===== src/rtl/iso_lane_scrambler_if.sv =====
// Symbol bus between the ISO transport top and the lane scrambler.
// Index n of each packed array carries lane n.
interface iso_lane_scrambler_if;
  logic [3:0][7:0] iso_symbols;
  logic [3:0]      iso_control_sym_flag;
  logic [3:0][7:0] scr_symbols;
  logic [3:0]      scr_control_sym_flag;
  logic            scr_sr_inserted;

  modport master (
    output iso_symbols, iso_control_sym_flag,
    input  scr_symbols, scr_control_sym_flag, scr_sr_inserted
  );

  modport slave (
    input  iso_symbols, iso_control_sym_flag,
    output scr_symbols, scr_control_sym_flag, scr_sr_inserted
  );
endinterface


===== src/rtl/iso_lane_scrambler.sv =====
// Per-lane DP scrambler with BS->SR substitution and optional transmit lane skew.
// Optional feature macro: ISO_LANE_SKEW_EN (lane n delayed by 2n extra cycles).
module iso_lane_scrambler (
  input  logic                 clk,
  input  logic                 rst,
  input  logic                 spm_iso_start,
  input  logic                 spm_scr_bypass,
  input  logic [1:0]           td_lane_count,
  iso_lane_scrambler_if.slave  bus
);

  localparam logic [15:0] LFSR_SEED = 16'hFFFF;
  localparam logic [15:0] LFSR_TAPS = 16'h0039;
  localparam logic [7:0]  SYM_BS    = 8'hBC;
  localparam logic [7:0]  SYM_SR    = 8'h1C;
  localparam logic [8:0]  BS_LAST   = 9'd511;

  // Runs the Galois LFSR eight steps LSB-first; returns {next_state, keystream_byte}.
  function automatic logic [23:0] lfsr_step8(input logic [15:0] state);
    logic [15:0] s;
    logic [7:0]  ks;
    s  = state;
    ks = '0;
    for (int i = 0; i < 8; i++) begin
      ks[i] = s[15];
      s     = {s[14:0], 1'b0} ^ (s[15] ? LFSR_TAPS : 16'h0000);
    end
    return {s, ks};
  endfunction

  logic [15:0]     lfsr;
  logic [8:0]      bs_cnt;
  logic [15:0]     lfsr_adv;
  logic [7:0]      ks_byte;
  logic            is_bs;
  logic            is_sr_in;
  logic            sr_replace;
  logic [3:0]      lane_active;
  logic [3:0][7:0] stage_sym_d;
  logic [3:0]      stage_flag_d;
  logic [3:0][7:0] stage_sym;
  logic [3:0]      stage_flag;
  logic            sr_inserted;

  assign {lfsr_adv, ks_byte} = lfsr_step8(lfsr);

  // BS/SR detection looks at lane 0 only; the other lanes carry copies.
  assign is_bs      = bus.iso_control_sym_flag[0] && (bus.iso_symbols[0] == SYM_BS);
  assign is_sr_in   = bus.iso_control_sym_flag[0] && (bus.iso_symbols[0] == SYM_SR);
  assign sr_replace = is_bs && (bs_cnt == BS_LAST);

  always_comb begin
    case (td_lane_count)
      2'd0:    lane_active = 4'b0001;
      2'd1:    lane_active = 4'b0011;
      default: lane_active = 4'b1111;
    endcase
  end

  // NOTE: every output of a combinational block gets a default before any branch,
  // otherwise a missed path infers a latch.
  always_comb begin
    stage_sym_d  = '0;
    stage_flag_d = '0;
    if (spm_iso_start) begin
      for (int n = 0; n < 4; n++) begin
        if (lane_active[n]) begin
          if (sr_replace) begin
            stage_sym_d[n]  = SYM_SR;
            stage_flag_d[n] = 1'b1;
          end else if (bus.iso_control_sym_flag[n]) begin
            stage_sym_d[n]  = bus.iso_symbols[n];
            stage_flag_d[n] = 1'b1;
          end else begin
            stage_sym_d[n]  = spm_scr_bypass ? bus.iso_symbols[n]
                                             : (bus.iso_symbols[n] ^ ks_byte);
          end
        end
      end
    end
  end

  // NOTE: state registers use non-blocking assignment so every flop samples the
  // pre-edge values, independent of statement order.
  always_ff @(posedge clk) begin
    if (rst) begin
      lfsr        <= LFSR_SEED;
      bs_cnt      <= '0;
      stage_sym   <= '0;
      stage_flag  <= '0;
      sr_inserted <= 1'b0;
    end else begin
      stage_sym   <= stage_sym_d;
      stage_flag  <= stage_flag_d;
      sr_inserted <= spm_iso_start && sr_replace;
      if (!spm_iso_start) begin
        lfsr   <= LFSR_SEED;
        bs_cnt <= '0;
      end else begin
        lfsr <= (sr_replace || is_sr_in) ? LFSR_SEED : lfsr_adv;
        if (is_bs) begin
          bs_cnt <= bs_cnt + 9'd1;  // 511 wraps to 0 on the replaced BS
        end
      end
    end
  end

  logic [7:0] out_sym  [4];
  logic       out_flag [4];

  assign out_sym[0]  = stage_sym[0];
  assign out_flag[0] = stage_flag[0];

`ifdef ISO_LANE_SKEW_EN
  for (genvar n = 1; n < 4; n++) begin : g_skew
    localparam int DEPTH = 2 * n;
    logic [DEPTH-1:0][7:0] sym_line;
    logic [DEPTH-1:0]      flag_line;

    // NOTE: the delay lines are reset like any other state so a reset leaves
    // every lane output at zero immediately, not after the line drains.
    always_ff @(posedge clk) begin
      if (rst) begin
        sym_line  <= '0;
        flag_line <= '0;
      end else begin
        sym_line  <= {sym_line[DEPTH-2:0], stage_sym[n]};
        flag_line <= {flag_line[DEPTH-2:0], stage_flag[n]};
      end
    end

    assign out_sym[n]  = sym_line[DEPTH-1];
    assign out_flag[n] = flag_line[DEPTH-1];
  end
`else
  for (genvar n = 1; n < 4; n++) begin : g_noskew
    assign out_sym[n]  = stage_sym[n];
    assign out_flag[n] = stage_flag[n];
  end
`endif

  assign bus.scr_symbols          = {out_sym[3], out_sym[2], out_sym[1], out_sym[0]};
  assign bus.scr_control_sym_flag = {out_flag[3], out_flag[2], out_flag[1], out_flag[0]};
  assign bus.scr_sr_inserted      = sr_inserted;

endmodule


===== src/flat_wrapper.sv =====
// flat-port wrapper written by rule: the top's interface ports become plain ports
module iso_lane_scrambler_flat 
  (clk, rst, spm_iso_start, spm_scr_bypass, td_lane_count, bus_iso_symbols, bus_iso_control_sym_flag, bus_scr_symbols, bus_scr_control_sym_flag, bus_scr_sr_inserted);
  iso_lane_scrambler_if bus_i ();
  input  logic clk;
  input  logic rst;
  input  logic spm_iso_start;
  input  logic spm_scr_bypass;
  input  logic [1:0] td_lane_count;
  input wire logic [$bits(bus_i.iso_symbols)-1:0] bus_iso_symbols;
  input wire logic [$bits(bus_i.iso_control_sym_flag)-1:0] bus_iso_control_sym_flag;
  output wire logic [$bits(bus_i.scr_symbols)-1:0] bus_scr_symbols;
  output wire logic [$bits(bus_i.scr_control_sym_flag)-1:0] bus_scr_control_sym_flag;
  output wire logic [$bits(bus_i.scr_sr_inserted)-1:0] bus_scr_sr_inserted;
  assign bus_i.iso_symbols = bus_iso_symbols;
  assign bus_i.iso_control_sym_flag = bus_iso_control_sym_flag;
  assign bus_scr_symbols = bus_i.scr_symbols;
  assign bus_scr_control_sym_flag = bus_i.scr_control_sym_flag;
  assign bus_scr_sr_inserted = bus_i.scr_sr_inserted;
  iso_lane_scrambler u_core (.clk(clk), .rst(rst), .spm_iso_start(spm_iso_start), .spm_scr_bypass(spm_scr_bypass), .td_lane_count(td_lane_count), .bus(bus_i));
endmodule

===== config.mk =====
export PLATFORM = sky130hd
export DESIGN_NAME = iso_lane_scrambler_flat
export DESIGN_NICKNAME = d
export VERILOG_FILES = /design/src/rtl/iso_lane_scrambler_if.sv /design/src/rtl/iso_lane_scrambler.sv /design/src/flat_wrapper.sv
export SDC_FILE = /design/constraint.sdc
export NUM_CORES = 1
export LEC_CHECK = 0
export CORE_ASPECT_RATIO = 1.4
export CORE_MARGIN = 1
export CORE_UTILIZATION = 45
export DETAILED_ROUTE_END_ITERATION = 8
export PLACE_DENSITY = 0.84
export SETUP_SLACK_MARGIN = 0.02
export SYNTH_ARGS = -nofsm -noshare
export SYNTH_HDL_FRONTEND = slang
export SYNTH_SLANG_ARGS = --single-unit

===== constraint.sdc =====
create_clock -name clk -period 3.31 [get_ports clk]
set_clock_uncertainty 0.1 [all_clocks]
set_input_delay 0.331 -clock clk [delete_from_list [all_inputs] [get_ports clk]]
set_output_delay 0.331 -clock clk [all_outputs]
set_load 0.01 [all_outputs]

### Word-level counts from Yosys, hierarchy flattened

Cells that the tools add are included.

| operators by class | value |
|---|---|
| add/subtract/negate cells | 1 |
| equality and inequality tests | 4 |
| mux-type cells | 29 |
| bitwise logic cells | 17 |
| reduce and logical (&&, ||, !) cells | 16 |

Operator list:

| operator | number |
|---|---|
| $xor A16 B16 Y16 | 8 |
| $mux W8 | 8 |
| $mux W6 | 8 |
| $xor A8 B8 Y8 | 4 |
| $mux W5 | 4 |
| $reduce_or A4 Y1 | 4 |
| $reduce_or A3 Y1 | 5 |
| $add A9 B1 Y9 const B | 1 |
| $eq A9 B9 Y1 const B | 1 |
| $eq A8 B5 Y1 const B | 1 |
| $eq A8 B8 Y1 const B | 1 |
| $mux W1 | 8 |
| $pmux W4 S2 | 1 |
| $not A1 Y1 | 5 |
| $logic_and A1 B1 Y1 | 4 |
| $eq A2 B1 Y1 const B | 1 |
| $logic_not A2 Y1 | 1 |
| $reduce_or A2 Y1 | 1 |
| $logic_or A1 B1 Y1 | 1 |

| storage, ports and cells | value |
|---|---|
| register bits after elaboration | 62 |
| input port bits | 42 |
| output and inout bits | 37 |
| logic and storage cells | 82 |

### Logic depth before layout (Yosys ltp)

| depth | value |
|---|---|
| depth after elaboration | 18 |
| mapped depth | 9 |
| mapped depth without buffers | 8 |

### Worst setup path after synthesis

No wires, ideal clock.

| path | value |
|---|---|
| path type | register -> register |
| start | register u_core.bs_cnt[3] |
| end | register u_core.stage_sym, in the netlist u_core.bus.scr_symbols[10] |
| library setup time | 72 ps |
| data arrival time | 1955 ps |
| required time | 3138 ps |
| slack | 1183 ps |
| cell stages (with the launch flop) | 10 |
| buffers on the path | 2 |
| period minus slack after synthesis | 2127 ps |
| cells stage by stage | dfxtp_1 > nand4_1 > or2_2 > nor2_1 > ha_1 > nand3_1 > or3_2 > buf_2 > buf_2 > a21oi_1 |

| between the ends | value |
|---|---|
| word-level cells in the longest chain between the ends | 3 |

RTL lines:

| what | RTL line | RTL |
|---|---|---|
| from (decl) | iso_lane_scrambler.sv:32 | `logic [8:0] bs_cnt;` |
| from (signal assigned) | iso_lane_scrambler.sv:102 | `bs_cnt <= bs_cnt + 9'd1;` |
| $eq A9 B9 Y1 | iso_lane_scrambler.sv:50 | `assign sr_replace = is_bs && (bs_cnt == BS_LAST);` |
| $logic_and A1 B1 Y1 | iso_lane_scrambler.sv:50 |  |
| $mux W5 | iso_lane_scrambler.sv:68 | `if (sr_replace) begin` |
| to (signal assigned) | iso_lane_scrambler.sv:93 | `stage_sym <= stage_sym_d;` |
| to (decl) | iso_lane_scrambler.sv:41 | `logic [3:0][7:0] stage_sym;` |

No other way between the ends.
A chain may end at the register's enable or synchronous reset.

### Worst setup path in the final report

| path | value |
|---|---|
| start | register u_core.bs_cnt[0] |
| end | register u_core.lfsr[4] |

| between the ends | value |
|---|---|
| word-level cells in the longest chain between the ends | 4 |

RTL lines:

| what | RTL line | RTL |
|---|---|---|
| $eq A9 B9 Y1 | iso_lane_scrambler.sv:50 |  |
| $logic_and A1 B1 Y1 | iso_lane_scrambler.sv:50 |  |
| $logic_or A1 B1 Y1 | iso_lane_scrambler.sv:100 | `lfsr <= (sr_replace \|\| is_sr_in) ? LFSR_SEED : lfsr_adv;` |
| $reduce_or A3 Y1 (no line) | n/a |  |
| to (signal assigned) | iso_lane_scrambler.sv:100 |  |
| to (decl) | iso_lane_scrambler.sv:31 | `logic [15:0] lfsr;` |

No other way between the ends.

==> results.json <==
{
  "clockPowerShare_pct": 37.9,
  "postCtsSetupRepairBufs": 0,
  "rrSetupSlack_ns": 0.83,
  "synthMuxAreaShare_pct": 0.8097,
  "wl_um": 5720,
  "worstSkewPairLatency_ns": 0.34,
  "p_int_mw": 1.254,
  "grtUsageTotal_pct": 21.68,
  "syn_area_um2": 2472,
  "cp_max_fo": 16,
  "clk_path_buf_depth": 2,
  "core_um2": 5236,
  "seqPwrFrac_pct": 47.9,
  "drt_pass1_iterations": 4,
  "crit_end": "u_core.lfsr[4]",
  "leakagePower_nw": 1.269,
  "switchingPower_uw": 399.1,
  "rsz0062_at_grt": "false",
  "start_kind": "flip-flop",
  "syn-num-nets": 317,
  "vias": 2080,
  "comb_power_share_pct": 14.1,
  "status": "complete, no violations",
  "required_ns": 3.36,
  "wl_per_cell_um": 13.46,
  "synth_fa_ha_area_share_pct": 1.012,
  "synthCells": 273,
  "yosysWarnings": 0,
  "nets": 398,
  "cts_tree": "yes",
  "pwr_density_cell_nw_per_um2": 474.7,
  "crit_path_top_delay_cell": "a21oi_1",
  "r2r_end": "u_core.lfsr[4]",
  "rr_startpoint": "u_core.bs_cnt[0]",
  "worstRegToRegCells": 8,
  "port_buffers": 78,
  "die_h_um": 89.71,
  "start_util_pct": 47.22,
  "synth_cell_types": 26,
  "synth-compound-area-share_pct": 4.453,
  "cts.sinks": 62,
  "critical_path_class": "flip-flop to flip-flop",
  "worstSetupStartpoint": "u_core.bs_cnt[0]",
  "swShare_pct": 24.14,
  "tightest_slew_ns": 1.120,
  "htree_num_levels": 3,
  "viasPerCell": 4.894,
  "hold_viol_final": 0,
  "drive_gt1_share_pct": 4.735,
  "grt_pass1_wl_um": 9384,
  "tns_ns": 0,
  "synth_top_family_by_area": "simple AND/OR/NAND/NOR gates",
  "min_period_over_period_pct": 74.93,
  "cp.arrival_ns": 2.53,
  "slew_headroom_pct": 25.32,
  "antenna_found_initial": 0,
  "dp_hpwl_um": 4267,
  "rows": 31,
  "cts_hold_buf": 0,
  "insertedDiodeCount": 0,
  "fillers": 431,
  "finalMaxSlewViolations": 0,
  "die_area_um2": 5799,
  "fmax_ghz": 0.4032,
  "clk_pin_slew_worst_paths_ns": 0.07,
  "irDropWorstVdd_v": 0.0002442,
  "max_stage_delay_ns": 0.89,
  "areaGrowthSynthToFinish_pct": 40.89,
  "drt-initial-drc-count": 99,
  "ys_ff_latch": 62,
  "gp_congestion": 0.8496,
  "maxCapViolCount": 0,
  "placed_cell_area_um2": 3301,
  "finalSetupViolations": 0,
  "syn_avg_cell_area_um2": 9.056,
  "synth-simple-area-share_pct": 21.71,
  "synth_xor_area_share_pct": 19.48,
  "cts_resized": 0,
  "fin_crit_ns": 2.480,
  "drc": 0,
  "finalInstanceArea_um2": 3483,
  "cts_buffers": 9,
  "grt-ovfl-total": 0,
  "pin_count": 79,
  "cp-end-kind": "flip-flop",
  "min_path_type": "flip-flop to flip-flop",
  "cts-root-buf": "clkbuf_8",
  "ant_nets": 0,
  "grt_max_degree": 17,
  "die_width_um": 64.65,
  "grt_pass1_vias": 2021,
  "ys_seq_area_share_pct": 50.20,
  "crit_chain": "ha_1 > nand2_1 > nor2_1 > ha_1 > nand3_1 > o21ai_0 > a21oi_1 > o21ai_0"
}
## sequential cells by signal, summed over array words and instances, names as in the netlist
register	count
u_core.bs_cnt	9
u_core.bus.scr_control_sym_flag	4
u_core.bus.scr_sr_inserted	1
u_core.bus.scr_symbols	32
u_core.lfsr	16
## critical path, delay by kind of cell (launching register included)
| kind | cells | cell delay (ns) |
|---|---|---|
| adder cells (fa/ha/maj) | 2 | 0.41 |
| AO/OA/AOI/OAI | 3 | 1.25 |
| flip-flops | 1 | 0.34 |
| AND/OR/NAND/NOR | 3 | 0.19 |
## Yosys cell counts
library cell / n / area (um^2)
nand3_2: 1 / 10.01
nand2b_1: 16 / 100.1
nor3_1: 1 / 5.000
mux2i_1: 2 / 20.02
a21oi_1: 16 / 80.08
xor2_1: 12 / 105.1
xnor2_1: 43 / 376.6
and2_1: 2 / 12.51
or3_1: 4 / 25.02
inv_1: 6 / 22.52
clkbuf_1: 4 / 15.01
nor2_1: 58 / 217.7
nand2_1: 22 / 82.58
buf_2: 4 / 20.02
nand4_1: 2 / 12.51
nand4b_1: 1 / 8.760
or2_2: 1 / 6.260
dfxtp_1: 62 / 1241
nor4_1: 2 / 12.51
or4_4: 1 / 11.26
or3_2: 1 / 7.510
ha_1: 2 / 25.02
nand3_1: 2 / 10.01
nor2b_1: 1 / 6.260
o21ai_0: 6 / 30.03
or3b_1: 1 / 8.760
## power by group through the flow
stage / sequential (mW) / clock (mW) / combinational [mW]
detailed placement: 0.809 / 0 / 0.233
global route: 0.796 / 0.671 / 0.254
CTS: 0.793 / 0.637 / 0.235
finish: 0.793 / 0.627 / 0.234
floorplan: 0.815 / 0 / 0.112
global placement: 0.809 / 0 / 0.228
## logic make-up after synthesis
family          Yosys count
xor+xnor                 55
buf+inv                  14
flops                    62
mux                       2
compound gates           22
fa+ha+maj                 2
simple gates            116
## metal layers
layer	wire [um]	GRT usage (%)
met5	0	0
met4	231	14.26
met3	318	5.838
met2	2927	35.88
met1	2243	23.74
## how the worst min path moves through the flow
stage,startpoint,end,slack (ns),cells after the start
after floorplan,u_core.lfsr[5],u_core.lfsr[13],0.29,1
after global routing,u_core.lfsr[7],u_core.lfsr[15],0.32,1
after detailed placement,u_core.lfsr[7],u_core.lfsr[15],0.30,1
final,u_core.lfsr[7],u_core.lfsr[15],0.31,1
after global placement,u_core.lfsr[7],u_core.lfsr[15],0.29,1
after CTS,u_core.lfsr[7],u_core.lfsr[15],0.31,1
## final cells by class
class | count | area [um^2] | area share (%)
well taps | 66 | 82.58 | 2.371
clock inverters | 4 | 47.55 | 1.365
repair buffers | 78 | 780.7 | 22.41
clock buffers | 12 | 135.1 | 3.879
multi-input cells | 197 | 1174 | 33.69
flip-flops and latches | 62 | 1241 | 35.63
inverters | 6 | 22.52 | 0.6466
## cells in the final DEF (no fill, tap or decap)
cell,instances
o21ai_0,6
bufinv_16,1
nor2b_1,1
clkbuf_1,3
nand4b_1,1
or3_2,1
a21oi_1,16
dfxtp_1,62
and2_1,2
xor2_1,12
or4_4,1
clkinvlp_4,1
clkdlybuf4s50_1,78
clkinv_2,2
or2_2,1
xnor2_1,43
nor3_1,1
mux2i_1,2
or3_1,4
nor4_1,2
nand2b_1,16
inv_1,6
clkbuf_8,9
nand4_1,2
nand3_1,2
nand2_1,22
ha_1,2
or3b_1,1
nor2_1,58
nand3_2,1
## through the flow
step | worst slack (ns) | hold WS, ns | utilization, % | total power, mW | std cells
2_1_floorplan | 1.183 | 0.2863 | - | 0.9272 | 273
3_3_place_gp | 0.7469 | 0.2904 | 63.03 | 1.037 | 409
3_5_place_dp | 0.7148 | 0.2968 | 63.03 | 1.042 | 409
4_1_cts | 0.8330 | 0.3138 | 66.52 | 1.665 | 425
5_1_grt | 0.5772 | 0.3241 | 66.52 | 1.720 | 425
6_report | 0.8298 | 0.3106 | 66.52 | 1.653 | 425
Note: power is estimated with default switching activity, not from simulation.
